File: src/rtl/stall_unit.sv
// -----------------------------------------------------------------------------
// stall_unit
//   Responder side of the processor stall protocol. An instruction that moves a
//   value to STALL_ADDR holds the program counter. This block decodes that move,
//   times the stall (fixed count or wait for an external event), and then frees
//   the program counter with a single-cycle stall_override pulse.
//
// Ports
//   clk            in   1           system clock, rising-edge
//   rst            in   1           asynchronous, active-high reset
//   dest           in   7           destination field of the current instruction
//   src_val        in   DATA_WIDTH  value moved by the current instruction
//                                   [DATA_WIDTH-1]   mode (0 count, 1 event)
//                                   [DATA_WIDTH-2:0] cycle count (count mode)
//                                   [EVT_WIDTH-1:0]  event mask (event mode)
//   evt            in   EVT_WIDTH   external event lines, level, synchronous
//   stall_override out  1           registered release pulse to the PC
//   busy           out  1           registered, high in COUNT / WAIT_EVT
// -----------------------------------------------------------------------------
module stall_unit #(
    parameter logic [6:0] STALL_ADDR = 7'b0100001,
    parameter int         DATA_WIDTH = 8,
    parameter int         EVT_WIDTH  = 3
) (
    input  logic                  clk,
    input  logic                  rst,
    input  logic [6:0]            dest,
    input  logic [DATA_WIDTH-1:0] src_val,
    input  logic [EVT_WIDTH-1:0]  evt,
    output logic                  stall_override,
    output logic                  busy
);

    localparam int CNT_W = DATA_WIDTH - 1;

    localparam logic [CNT_W-1:0]     CNT_ZERO  = {CNT_W{1'b0}};
    localparam logic [CNT_W-1:0]     CNT_ONE   = {{(CNT_W-1){1'b0}}, 1'b1};
    localparam logic [EVT_WIDTH-1:0] MASK_ZERO = {EVT_WIDTH{1'b0}};

    typedef enum logic [1:0] {
        ST_IDLE     = 2'd0,
        ST_COUNT    = 2'd1,
        ST_WAIT_EVT = 2'd2,
        ST_RELEASE  = 2'd3
    } state_t;

    state_t               state_q, state_d;
    logic [CNT_W-1:0]     cnt_q, cnt_d;
    logic [EVT_WIDTH-1:0] mask_q, mask_d;
    logic                 override_q, override_d;
    logic                 busy_q, busy_d;

    // Decoded fields of the incoming move; only consumed in IDLE.
    logic                 src_mode_s;
    logic [CNT_W-1:0]     src_cnt_s;
    logic [EVT_WIDTH-1:0] src_mask_s;

    assign src_mode_s = src_val[DATA_WIDTH-1];
    assign src_cnt_s  = src_val[DATA_WIDTH-2:0];
    assign src_mask_s = src_val[EVT_WIDTH-1:0];

    // Next-state, counter/mask and next-output decode.
    always_comb begin
        state_d = state_q;
        cnt_d   = cnt_q;
        mask_d  = mask_q;
        case (state_q)
            ST_IDLE: begin
                if (dest == STALL_ADDR) begin
                    cnt_d  = src_cnt_s;
                    mask_d = src_mask_s;
                    // Zero count or zero mask releases at once so it cannot deadlock.
                    if (!src_mode_s && (src_cnt_s != CNT_ZERO)) begin
                        state_d = ST_COUNT;
                    end else if (src_mode_s && (src_mask_s != MASK_ZERO)) begin
                        state_d = ST_WAIT_EVT;
                    end else begin
                        state_d = ST_RELEASE;
                    end
                end else begin
                    state_d = ST_IDLE;
                end
            end
            ST_COUNT: begin
                // cnt reaches 0 exactly when leaving COUNT, so it never wraps.
                cnt_d = cnt_q - CNT_ONE;
                if (cnt_q == CNT_ONE) begin
                    state_d = ST_RELEASE;
                end else begin
                    state_d = ST_COUNT;
                end
            end
            ST_WAIT_EVT: begin
                if ((mask_q & evt) != MASK_ZERO) begin
                    state_d = ST_RELEASE;
                end else begin
                    state_d = ST_WAIT_EVT;
                end
            end
            ST_RELEASE: begin
                state_d = ST_IDLE;
            end
            default: begin
                state_d = ST_IDLE;
            end
        endcase

        // Outputs are registered from the next state so they align with it.
        override_d = (state_d == ST_RELEASE);
        busy_d     = (state_d == ST_COUNT) || (state_d == ST_WAIT_EVT);
    end

    // State, timing registers and registered outputs.
    always_ff @(posedge clk or posedge rst) begin
        if (rst) begin
            state_q    <= ST_IDLE;
            cnt_q      <= CNT_ZERO;
            mask_q     <= MASK_ZERO;
            override_q <= 1'b0;
            busy_q     <= 1'b0;
        end else begin
            state_q    <= state_d;
            cnt_q      <= cnt_d;
            mask_q     <= mask_d;
            override_q <= override_d;
            busy_q     <= busy_d;
        end
    end

    assign stall_override = override_q;
    assign busy           = busy_q;

endmodule
File: config.mk
export PLATFORM = sky130hd
export DESIGN_NAME = stall_unit
export DESIGN_NICKNAME = d
export VERILOG_FILES = /design/src/rtl/stall_unit.sv
export SDC_FILE = /design/constraint.sdc
export NUM_CORES = 1
export LEC_CHECK = 0
export ABC_AREA = 1
export BUFFER_PORTS_ARGS = -buffer_cell sky130_fd_sc_hd__buf_2
export CORE_UTILIZATION = 29
export CTS_CLUSTER_SIZE = 30
export DETAILED_ROUTE_END_ITERATION = 8
export PLACE_DENSITY_LB_ADDON = 0.1
export SYNTH_ARGS = -nofsm -noshare
export SYNTH_HDL_FRONTEND = slang
export SYNTH_SLANG_ARGS = --single-unit
File: constraint.sdc
create_clock -name clk -period 4.25 [get_ports clk]
set_clock_uncertainty 0.05 [all_clocks]
set_input_delay 0.6375 -clock clk [delete_from_list [all_inputs] [get_ports clk]]
set_output_delay 0.6375 -clock clk [all_outputs]
set_load 0.01 [all_outputs]
==> flow_results.org <==
** STA
- Setup TNS :: 0 ns
- In this run the tightest slew margin relative to its limit is 0.616.
- Worst slew pin tran :: 0.575 ns
- Setup violations remaining at the end of the flow were counted as 0.
- Final setup slack of the worst path :: 2.44 ns
- Tcrit/Tclk final :: 0.425
- Setup repair after global routing missed its margin :: no
- Based on the critical path, the design can be clocked at up to 0.554 GHz.
- Hold timing on the final database bottoms out at a slack of 0.357 ns.
- Max-slew violation count :: 0
- The number of endpoints with negative hold slack in the final report is 0.
- The worst path needs 1.81 ns of the cycle, external delays included.

** Die
- The core region is 2780 um^2.
- Measured along the y axis, the die boundary spans 56.6 um.
- Number of placement rows :: 19
- For this configuration, the core starts out at a cell density of 0.310.
- 22 I/O pins were placed.
- The floorplan step defined a die boundary enclosing 3200 um^2.
- Die Wd :: 56.6 um

** Worst hold path
- The worst hold path belongs to the class input port to async pin.

** Clock network
- Clock latency on the worst-skew pair, taken at its later pin, is 0.27 ns.
- After clock tree synthesis, the clock-pin slew on the worst setup and hold paths is 0.08 ns.
- Cts hold-fix bufs :: 0
- In this run the clock root is driven by a sky130_fd_sc_hd__clkbuf_4.
- H-tree levels :: 1
- The clock drives 14 sinks.
- Post-CTS timing repair inserted 0 buffers for setup.
- Clock tree synthesis inserted a total of 3 buffers.
- Number of gates given a new drive strength after cts :: 0
- TritonCTS clock tree :: done
- The clock passes through at most 2 buffers.

** Logic synthesis
- Count of flip-flops with a built-in enable after synthesis :: 0
- Count of distinct cell types in the synthesized netlist :: 20
- The most common cell in the synthesized netlist is sky130_fd_sc_hd__nand2_1.
- Warnings, synthesis :: 0
- The synthesized design spends more area on one cell type than any other, namely sky130_fd_sc_hd__dfrtp_1.
- After synthesis, the most frequently instantiated cells are sky130_fd_sc_hd__nand2_1, sky130_fd_sc_hd__inv_1, sky130_fd_sc_hd__nor2_1.
- Async S/R FF share, synth :: 1.00
- The share of the Yosys chip area taken by registers is 0.406.
- Largest cells by area after synthesis :: sky130_fd_sc_hd__dfrtp_1, sky130_fd_sc_hd__nand2_1, sky130_fd_sc_hd__inv_1
- Synthesis handed over a netlist of 121 instances.
- In this run, synthesis produced a sequential element count of 14.
- Post-synth net total :: 144
- Commonest register cell after synthesis :: sky130_fd_sc_hd__dfrtp_1
- The synthesized netlist occupies a cell area of 863 um^2.
- Of the post-synthesis cell area, the dominant cell type holds 0.406.
- Per-instance average area after synthesis :: 7.13 um^2

** Outcome
- Outcome :: complete, no violations

** Routing
- DRC viols :: 0
- Dividing the detail-routed wire length by the instance count gives 11.0 um.
- Iter 0 DRT Violations :: 6
- Routed via count :: 777
- Dividing the detail-routed via count by the number of cells gives 4.44.
- Total routed wirelength :: 1920 um
- The detail route stage leaves a number of antenna-violating nets equal to 0.
- The first detailed-routing pass ran for 4 iterations.

** Critical path
- Cell class contributing the biggest share of worst-path delay :: simple AND/OR/NAND/NOR gates
- Data arrives at the worst endpoint at 1.92 ns.
- STA puts the critical path data required time at 4.36 ns.
- In this run the worst path has a maximum fanout of 14.
- Chain of cells forming the critical path :: buf_2, inv_1, nand2_1, nor2_1, nand3_2, o21ai_0, ha_1
- Category of the worst setup path launch point :: input port
- Buf+Inv Stages, Crit Path :: 2
- The worst setup path is captured at a flip-flop.
- The critical path is of the input port to flip-flop type.
- The slowest stage of the critical path is the sky130_fd_sc_hd__o21ai_0 cell.
- For this run, the slowest stage of the critical path takes 0.35 ns.

** Flow run
- Max-cap violations in this run came to 0.

** Cells and area
- Number of nets at the end of the flow :: 169
- After filler insertion, the fill cell instance count of the layout stands at 309.
- The number of antenna diodes in the final layout is 0.
- Share of final-layout standard cells stronger than drive strength 1 :: 0.229
- Area delta synth->final :: 18.0%
- Post-layout utilization of the core :: 0.366

** Place
- Total half-perimeter wirelength after legalization and detailed placement :: 1540 um
- Port buffering added 21 buffers.
- Pre-CTS setup slack :: 2.13 ns
- At the end of routability-driven placement, the weighted congestion stood at 0.798.

** GRT
- Leftover overflow at the end of global routing :: 0
- Across every metal layer, demand over resource in global routing totals 0.134.
- Largest net degree at the start of global routing :: 15
- The first global-routing pass estimated 3310 um of wire.
- The number of antenna violations at the first check in global routing is 0.
- Via count of the first global-routing pass :: 746

** Power
- The analysis attributes to cell leakage a power of 0.513 nW.
- In this run the power density over the cells is 223 nW/um^2.
- Largest voltage drop on the vdd net :: 0.160 mV
==> cells by family after synthesis <==
logic type | Yosys count | synth area share
buffers and inverters | 20 | 0.0956
and+or+nand+nor | 70 | 0.346
xor gates and xnor gates | 1 | 0.0101
adders and majority gates | 3 | 0.0435
AOI/OAI and AO/OA | 13 | 0.0985
DFF | 14 | 0.406
==> per-stage QoR <==
step / power, mW / std cells / instance area [um^2]
2_1_floorplan: 0.144 / 121 / 863
3_3_place_gp: 0.155 / 172 / 996
3_5_place_dp: 0.155 / 172 / 996
4_1_cts: 0.229 / 175 / 1020
5_1_grt: 0.236 / 175 / 1020
6_report: 0.227 / 175 / 1020
==> power by group <==
group,internal (mW),switching (mW),leakage (nW)
logic,0.00858,0.0106,0.335
registers,0.133,0,0.164
clock network,0.0328,0.0418,0.0138
==> layer usage <==
layer	global-route usage	vias to the layer above	part of all wire
met3	0.0138	2	0.021
met1	0.184	342	0.51
met5	0	-	0
li1	-	421	-
met2	0.212	12	0.46
met4	0.0627	0	0.0073
==> final timing paths <==
check / startpoint / endpoint / slack [ns] / depth (start not counted)
worst max-delay path: dest[4] / busy$_DFF_PP0_ / 2.44 / 7
worst min-delay path: rst / busy$_DFF_PP0_ / 0.36 / 2
worst max register to register: state_q[1]$_DFF_PP0_ / busy$_DFF_PP0_ / 2.53 / 4
worst min register to register: mask_q[0]$_DFFE_PP0P_ / mask_q[0]$_DFFE_PP0P_ / 0.43 / 2
max in group asynchronous: rst / mask_q[0]$_DFFE_PP0P_ / 3.42 / 2
min in group clk: mask_q[0]$_DFFE_PP0P_ / mask_q[0]$_DFFE_PP0P_ / 0.43 / 2
==> placed cells by master, fill, tap and decap left out <==
master and n:
sky130_fd_sc_hd__nand2_2 1, sky130_fd_sc_hd__nand4_1 1, sky130_fd_sc_hd__buf_2 21, sky130_fd_sc_hd__nand2_1 37, sky130_fd_sc_hd__o21ai_2 3, sky130_fd_sc_hd__inv_2 1, sky130_fd_sc_hd__o21ai_0 5, sky130_fd_sc_hd__nand3_2 1
sky130_fd_sc_hd__inv_1 18, sky130_fd_sc_hd__a21oi_1 2, sky130_fd_sc_hd__clkbuf_4 3, sky130_fd_sc_hd__o21ai_1 1, sky130_fd_sc_hd__nor2_1 17, sky130_fd_sc_hd__dfrtp_1 14, sky130_fd_sc_hd__and2_2 1, sky130_fd_sc_hd__o211ai_2 1
sky130_fd_sc_hd__xor2_1 1, sky130_fd_sc_hd__a31oi_1 1, sky130_fd_sc_hd__ha_1 3, sky130_fd_sc_hd__nor2_4 1, sky130_fd_sc_hd__nand3_1 11
==> area by class of cell <==
| cell class | count | area (um^2) | area share |
|---|---|---|---|
| Clock buffer | 3 | 22.5 | 0.0221 |
| Inverter | 19 | 71.3 | 0.0700 |
| Multi-Input combinational cell | 87 | 430 | 0.423 |
| Sequential cell | 14 | 350 | 0.344 |
| Tap cell | 31 | 38.8 | 0.0381 |
| Timing Repair Buffer | 21 | 105 | 0.103 |
==> registers in the layout (all words and copies together), names as in the netlist <==
signal and count:
cnt_q 7, mask_q 3, state_q 2, busy 1
stall_override 1
Power figures use the tool's default switching activity.
